File: src/rtl/matmul_pkg.sv
// Shared definitions for the matrix multiplier, its result collector and writer-side benches.
package matmul_pkg;
  localparam int MAT_W = 32;

  typedef enum logic [1:0] {
    IDLE    = 2'd0,
    COLLECT = 2'd1,
    DRAIN   = 2'd2,
    DONE    = 2'd3
  } coll_state_e;
endpackage

File: src/rtl/matrix_result_collector_if.sv
// Result-input (stb/ack) and drain (valid/ready) channels of the matrix result collector.
interface matrix_result_collector_if
  import matmul_pkg::*;
#(
  parameter int M = 4,
  parameter int W = MAT_W
);
  localparam int IW = $clog2(M);

  logic [W-1:0]  z_out;
  logic [IW-1:0] z_i;
  logic [IW-1:0] z_j;
  logic          z_stb;
  logic          z_ack;

  logic [W-1:0]  out_data;
  logic [IW-1:0] out_i;
  logic [IW-1:0] out_j;
  logic          out_valid;
  logic          out_ready;

  modport master (
    output z_out, z_i, z_j, z_stb,
    input  z_ack,
    input  out_data, out_i, out_j, out_valid,
    output out_ready
  );

  modport slave (
    input  z_out, z_i, z_j, z_stb,
    output z_ack,
    output out_data, out_i, out_j, out_valid,
    input  out_ready
  );
endinterface

File: src/rtl/matrix_result_collector_result_store.sv
// M x M element buffer with one write port, one combinational read port and a written-bitmap.
module result_store #(
  parameter  int M  = 4,
  parameter  int W  = 32,
  localparam int IW = $clog2(M)
) (
  input  logic          clk,
  input  logic          rst,
  input  logic          clr,
  input  logic          we,
  input  logic [IW-1:0] wr_i,
  input  logic [IW-1:0] wr_j,
  input  logic [W-1:0]  wr_data,
  output logic          wr_seen,
  input  logic [IW-1:0] rd_i,
  input  logic [IW-1:0] rd_j,
  output logic [W-1:0]  rd_data
);
  localparam int N  = M * M;
  localparam int AW = $clog2(N);

  function automatic logic [AW-1:0] addr(input logic [IW-1:0] i, input logic [IW-1:0] j);
    return AW'(i) * AW'(M) + AW'(j);
  endfunction

  logic [W-1:0]  mem [N];
  logic [N-1:0]  written;
  logic [AW-1:0] wa;
  logic [AW-1:0] ra;

  assign wa      = addr(wr_i, wr_j);
  assign ra      = addr(rd_i, rd_j);
  assign wr_seen = written[wa];
  assign rd_data = mem[ra];

  // Data array carries no reset; only the bitmap says which entries are valid.
  always_ff @(posedge clk) begin
    if (we) mem[wa] <= wr_data;
  end

  always_ff @(posedge clk or negedge rst) begin
    if (!rst)     written     <= '0;
    else if (clr) written     <= '0;
    else if (we)  written[wa] <= 1'b1;
  end
endmodule

File: src/rtl/matrix_result_collector.sv
// Collects out-of-order multiplier results into an M x M buffer, then drains the matrix row-major.
module matrix_result_collector
  import matmul_pkg::*;
#(
  parameter  int M  = 4,
  parameter  int W  = MAT_W,
  localparam int IW = $clog2(M)
) (
  input  logic clk,
  input  logic rst,
  input  logic start,
  matrix_result_collector_if.slave bus,
  output logic busy,
  output logic done,
  output logic dup_err
);
  localparam int CW = 2 * IW + 1;
  localparam int RW = 2 * IW;
  localparam logic [CW-1:0] COUNT_LAST = CW'(M * M - 1);
  localparam logic [RW-1:0] RD_LAST    = RW'(M * M - 1);
  localparam logic [RW-1:0] M_R        = RW'(M);

  coll_state_e   state_q, state_d;
  logic [CW-1:0] count;
  logic [RW-1:0] rd;
  logic          capture;
  logic          seen;
  logic          fresh;
  logic          beat;

  // The !z_ack term masks the still-high strobe during its own ack cycle; start pre-empts capture.
  assign capture   = (state_q == COLLECT) && bus.z_stb && !bus.z_ack && !start;
  assign fresh     = capture && !seen;
  assign beat      = (state_q == DRAIN) && bus.out_ready;
  assign bus.out_i = IW'(rd / M_R);
  assign bus.out_j = IW'(rd % M_R);

  result_store #(.M(M), .W(W)) u_store (
    .clk     (clk),
    .rst     (rst),
    .clr     (start),
    .we      (capture),
    .wr_i    (bus.z_i),
    .wr_j    (bus.z_j),
    .wr_data (bus.z_out),
    .wr_seen (seen),
    .rd_i    (bus.out_i),
    .rd_j    (bus.out_j),
    .rd_data (bus.out_data)
  );

  always_comb begin
    state_d       = state_q;
    busy          = 1'b0;
    done          = 1'b0;
    bus.out_valid = 1'b0;
    if (start) begin
      state_d = COLLECT;
    end else begin
      case (state_q)
        COLLECT: if (fresh && count == COUNT_LAST) state_d = DRAIN;
        DRAIN:   if (beat && rd == RD_LAST)        state_d = DONE;
        default: ;
      endcase
    end
    case (state_q)
      COLLECT: busy = 1'b1;
      DRAIN: begin
        busy          = 1'b1;
        bus.out_valid = 1'b1;
      end
      DONE:    done = 1'b1;
      default: ;
    endcase
  end

  always_ff @(posedge clk or negedge rst) begin
    if (!rst) begin
      state_q   <= IDLE;
      count     <= '0;
      rd        <= '0;
      bus.z_ack <= 1'b0;
      dup_err   <= 1'b0;
    end else begin
      state_q   <= state_d;
      bus.z_ack <= capture;
      if (start) begin
        count   <= '0;
        rd      <= '0;
        dup_err <= 1'b0;
      end else begin
        if (fresh)           count   <= count + 1'b1;
        if (capture && seen) dup_err <= 1'b1;
        if (beat)            rd      <= (rd == RD_LAST) ? '0 : rd + 1'b1;
      end
    end
  end
endmodule

File: src/flat_wrapper.sv
// flat-port wrapper written by rule: the top's interface ports become plain ports
module matrix_result_collector_flat import matmul_pkg::*;
#(
  parameter  int M  = 4,
  parameter  int W  = MAT_W,
  localparam int IW = $clog2(M)
)
  (clk, rst, start, busy, done, dup_err, bus_z_out, bus_z_i, bus_z_j, bus_z_stb, bus_z_ack, bus_out_data, bus_out_i, bus_out_j, bus_out_valid, bus_out_ready);
  matrix_result_collector_if #(.M(M), .W(W)) bus_i ();
  input  logic clk;
  input  logic rst;
  input  logic start;
  output logic busy;
  output logic done;
  output logic dup_err;
  input wire logic [$bits(bus_i.z_out)-1:0] bus_z_out;
  input wire logic [$bits(bus_i.z_i)-1:0] bus_z_i;
  input wire logic [$bits(bus_i.z_j)-1:0] bus_z_j;
  input wire logic [$bits(bus_i.z_stb)-1:0] bus_z_stb;
  output wire logic [$bits(bus_i.z_ack)-1:0] bus_z_ack;
  output wire logic [$bits(bus_i.out_data)-1:0] bus_out_data;
  output wire logic [$bits(bus_i.out_i)-1:0] bus_out_i;
  output wire logic [$bits(bus_i.out_j)-1:0] bus_out_j;
  output wire logic [$bits(bus_i.out_valid)-1:0] bus_out_valid;
  input wire logic [$bits(bus_i.out_ready)-1:0] bus_out_ready;
  assign bus_i.z_out = bus_z_out;
  assign bus_i.z_i = bus_z_i;
  assign bus_i.z_j = bus_z_j;
  assign bus_i.z_stb = bus_z_stb;
  assign bus_z_ack = bus_i.z_ack;
  assign bus_out_data = bus_i.out_data;
  assign bus_out_i = bus_i.out_i;
  assign bus_out_j = bus_i.out_j;
  assign bus_out_valid = bus_i.out_valid;
  assign bus_i.out_ready = bus_out_ready;
  matrix_result_collector #(.M(M), .W(W)) u_core (.clk(clk), .rst(rst), .start(start), .bus(bus_i), .busy(busy), .done(done), .dup_err(dup_err));
endmodule
File: config.mk
export PLATFORM = sky130hd
export DESIGN_NAME = matrix_result_collector_flat
export DESIGN_NICKNAME = d
export VERILOG_FILES = /design/src/rtl/matmul_pkg.sv /design/src/rtl/matrix_result_collector_if.sv /design/src/rtl/matrix_result_collector_result_store.sv /design/src/rtl/matrix_result_collector.sv /design/src/flat_wrapper.sv
export SDC_FILE = /design/constraint.sdc
export NUM_CORES = 1
export LEC_CHECK = 0
export CORE_MARGIN = 2
export CORE_UTILIZATION = 55
export DETAILED_ROUTE_END_ITERATION = 10
export PLACE_DENSITY = 0.76
export RECOVER_POWER = 100
export SYNTH_ARGS = -nofsm -noshare
export SYNTH_HDL_FRONTEND = slang
export SYNTH_SLANG_ARGS = --single-unit
export TNS_END_PERCENT = 10
File: constraint.sdc
create_clock -name clk -period 3.8 [get_ports clk]
set_input_delay 0.57 -clock clk [delete_from_list [all_inputs] [get_ports clk]]
set_output_delay 0.57 -clock clk [all_outputs]
set_load 0.03 [all_outputs]
==> metrics.csv <==
stage,metric,value,unit
outcome,outcome,finished with violations,
outcome,failing checks,"capacitance limit, slew limit",
sta,Setup TNS,0,ns
cts,setup bufs post-CTS,0,
logic_synthesis,syn nets,1015,
power_and_ir_drop,pwr dens,487,nW/µm²
logic_synthesis,Post-synth top cells,"512 x edfxtp_1, 130 x mux4_2, 46 x mux2i_1",
job,max-cap violations,1,
critical_path,R2R cell count,5,
grt,met1 Resource Use GR,0.311,
sta,hold slack final,0.483,ns
floorplan,Ports,82,
placed_design,Area after DPL,22900,µm²
critical_path,crit end category,output port,
logic_synthesis,"Distinct cells, synth",39,
grt,met3 Track Usage GR,0.0343,
critical_path,Startpoint Class,flop,
logic_synthesis,"FF+latch count, synth",541,
logic_synthesis,"Seq/Total Area, Yosys",0.768,
sta,fmax,0.272,GHz
detailed_routing,Routed WL,42700,µm
cts,CTS tree,yes,
cells_and_area,Area Growth Syn to Fin,16.0,%
cts,"Clk Latency, worst-skew pair",0.57,ns
sta,setup violators final,0,
critical_path,Buf/Inv on CP,2,
logic_synthesis,Post-Synth Adder-Cell Area,0.00358,
power_and_ir_drop,Pleak,7.67,nW
cts,H-tree levels,2,
critical_path,R2R Path End,u_core.u_store.mem[2][13]$_DFFE_PP_,
logic_synthesis,Mapped Area,21000,µm²
cts,CTS Hold Buffers Added,0,
detailed_routing,Iteration-0 DRC Markers,953,
detailed_routing,vias per cell,6.09,
sta,final hold vios,0,
min_path,worst min path class,flop to flop,
placed_design,RD Place Congestion,0.732,
grt,initial antenna violation count,6,
critical_path,r2r startpoint,u_core.state_q[0]$_DFFE_PN0P_,
logic_synthesis,"area leader, netlist",edfxtp_1,
floorplan,Die H,199,µm
placed_design,Cells after DPL,1551,
cts,Clock Path Buffers,3,
critical_path,Critical Path End,bus_out_data[28],
critical_path,flop2flop setup slack,0.24,ns
floorplan,die area,39700,µm²
cells_and_area,Multi-input gate area,4650,µm²
logic_synthesis,Synth Area in Compound Gates,0.0302,
sta,slew at the pin with the worst max-slew slack,1.61,ns
floorplan,Initial Utilization,0.558,
logic_synthesis,share of the synthesized area in the top cell type,0.733,
critical_path,critical-path cell list,buf_12 -> mux4_2 -> nor2b_1 -> a211oi_1 -> a21oi_1 -> clkdlybuf4s50_1,
detailed_routing,detailed-route via count,10000,
grt,M2 GR Usage,0.376,
sta,unrepaired setup endpoints after global routing,no,
logic_synthesis,top-count cell post-synth,edfxtp_1,
min_path,Hold Crit Depth,1,
grt,global route overflow,0,
grt,Top Usage Layer GRT,met2,
critical_path,slowest CP cell,clkdlybuf4s50_1,
critical_path,CP Depth,6,
cells_and_area,Reg area,16100,µm²
logic_synthesis,Area contributors post-synth,"edfxtp_1 73%, mux4_2 14%, dfrtp_1 3.5%, mux2i_1 2.2%, a211oi_1 1.1%",
grt,GRT Total Usage,0.226,
logic_synthesis,Syn Area/Cell,21.7,µm²
logic_synthesis,post-synthesis xor/xnor area fraction,0.000418,
floorplan,# rows,71,
logic_synthesis,largest family of logic cells by synthesized area,multiplexers,
critical_path,category of the most critical setup path,flop to output port,
logic_synthesis,Syn. warnings,0,
cells_and_area,Final #Nets,1142,
detailed_routing,first-pass iteration count of the detailed router,5,
critical_path,CP arrival,3.10,ns
sta,Final Max Slew Viols,30,
sta,Fin Clk Skew,0.0161,ns
critical_path,Top Family by Delay on Critical Path,buffers and inverters,
logic_synthesis,simple-gate share of the synthesized area,0.0218,
sta,Period minus WS final,3.67,ns
cts,clock tree sinks,541,
logic_synthesis,mux cell area share after synthesis,0.163,
detailed_routing,DRT antenna net count,0,
cells_and_area,Final Core Density,0.648,
cts,Worst-path clk slew,0.06,ns
detailed_routing,residual DRC count,0,
cts,Root Buffer,clkbuf_16,
detailed_routing,DR WL/cell,25.9,µm
critical_path,delay of the slowest critical-path stage,0.66,ns
critical_path,worst-path fanout max,24,
sta,period utilisation layout,0.966,
cells_and_area,final instance area,24300,µm²
logic_synthesis,number of flops mapped to enable cells by yosys,512,
sta,relative slew slack,-0.0706,
cells_and_area,share of layout cells above drive strength 1,0.226,
floorplan,Core Area,37600,µm²
power_and_ir_drop,Worst IR Drop VDD,397,µV
logic_synthesis,ys flop type,edfxtp_1,
cells_and_area,Filler cells,2448,
cells_and_area,"non-filler cells, final",1649,
placed_design,post-DP HPWL,22400,µm
critical_path,Worst Path Required,3.23,ns
logic_synthesis,cells after synthesis,968,
logic_synthesis,"FFs w/ async S/R, synth",0.0536,
grt,vias in the first global route,10600,
grt,largest net degree at the start of global routing,34,
critical_path,Crit. Startpoint,u_core.rd[0]$_DFFE_PN0P_,
grt,first-pass GRT wire length,65100,µm
placed_design,IO buf count,81,
floorplan,Chip Width,199,µm
cts,CTS Buf Count,53,
what timing repair did:
item,CTS,global route
hold endpoints to repair,0,0
setup endpoints to repair,0,1
resized for setup,0,1
report_power, final:
part           switching, mW  total, mW  internal, mW
logic                  0.148      0.211        0.0629
registers             0.0130       6.58          6.57
clock network           2.09       5.06          2.97
cell usage in the layout (no fill, tap or decap), types with 6 or more instances in the layout:
| cell type | instances |
|---|---|
| clkbuf_1 | 18 |
| clkbuf_2 | 14 |
| nand2_1 | 8 |
| a211oi_1 | 32 |
| inv_1 | 8 |
| mux2i_1 | 46 |
| dfrtp_1 | 25 |
| edfxtp_1 | 512 |
| nand3_1 | 7 |
| buf_4 | 13 |
| nor2_4 | 10 |
| buf_12 | 10 |
| dlygate4sd3_1 | 47 |
| clkbuf_16 | 55 |
| clkinv_1 | 13 |
| mux4_2 | 130 |
| a21o_1 | 12 |
| nor2b_1 | 36 |
| clkdlybuf4s50_1 | 33 |
| ha_1 | 6 |
| clkinv_2 | 8 |
| nor2_1 | 8 |
| a21oi_1 | 38 |
per-layer routing:
metal / up-vias / share of wire / wire [µm]
li1: 4293 / - / -
met1: 5291 / 0.40 / 17200
met2: 359 / 0.51 / 21900
met3: 92 / 0.057 / 2450
met4: 2 / 0.026 / 1130
met5: - / 0.00026 / 11
cell type report:
cell class                 instances  area share
antenna                            4    0.000411
clock buffer                      65      0.0581
clock inverter                    29      0.0110
inverter                           8     0.00123
multi-input combinational        365       0.191
sequential                       541       0.662
tap                              511      0.0263
timing repair buffer             126      0.0496
per-stage QoR:
stage	worst slack, ns	power (mW)
final	0.130	11.9
after global routing	0.00880	12.2
after CTS	0.0906	12.0
after detailed placement	0.692	6.93
after global placement	0.690	6.92
after floorplan	-0.182	6.77
logic make-up (layout without fill, tap and decap cells):
kind of cell / Yosys count / after routing
DFF: 541 / 541
muxes: 178 / 178
AOI/OAI and AO/OA: 95 / 95
and+or+nand+nor: 85 / 85
buffers and inverters: 62 / 228
adders and majority gates: 6 / 6
xor gates and xnor gates: 1 / 1
other: 0 / 4
registers in the layout, summed over array words and instances, names as in the netlist:
name / flops
u_core.u_store.mem: 512
u_core.u_store.written: 16
u_core.count: 5
u_core.rd: 4
u_core.state_q: 2
u_core.bus.z_ack: 1
u_core.dup_err: 1
worst min path at each step:
stage	end	slack (ns)	from
6_report	u_core.u_store.written[2]$_DFFE_PN0P_	0.48	u_core.u_store.written[2]$_DFFE_PN0P_
5_1_grt	u_core.u_store.written[6]$_DFFE_PN0P_	0.50	u_core.u_store.written[6]$_DFFE_PN0P_
4_1_cts	u_core.u_store.written[9]$_DFFE_PN0P_	0.39	rst
3_5_place_dp	u_core.u_store.written[6]$_DFFE_PN0P_	0.47	u_core.u_store.written[6]$_DFFE_PN0P_
3_3_place_gp	u_core.u_store.written[12]$_DFFE_PN0P_	0.46	u_core.u_store.written[12]$_DFFE_PN0P_
2_1_floorplan	u_core.bus.z_ack$_DFF_PN0_	0.27	rst
Note: power is estimated with default switching activity, not from simulation.
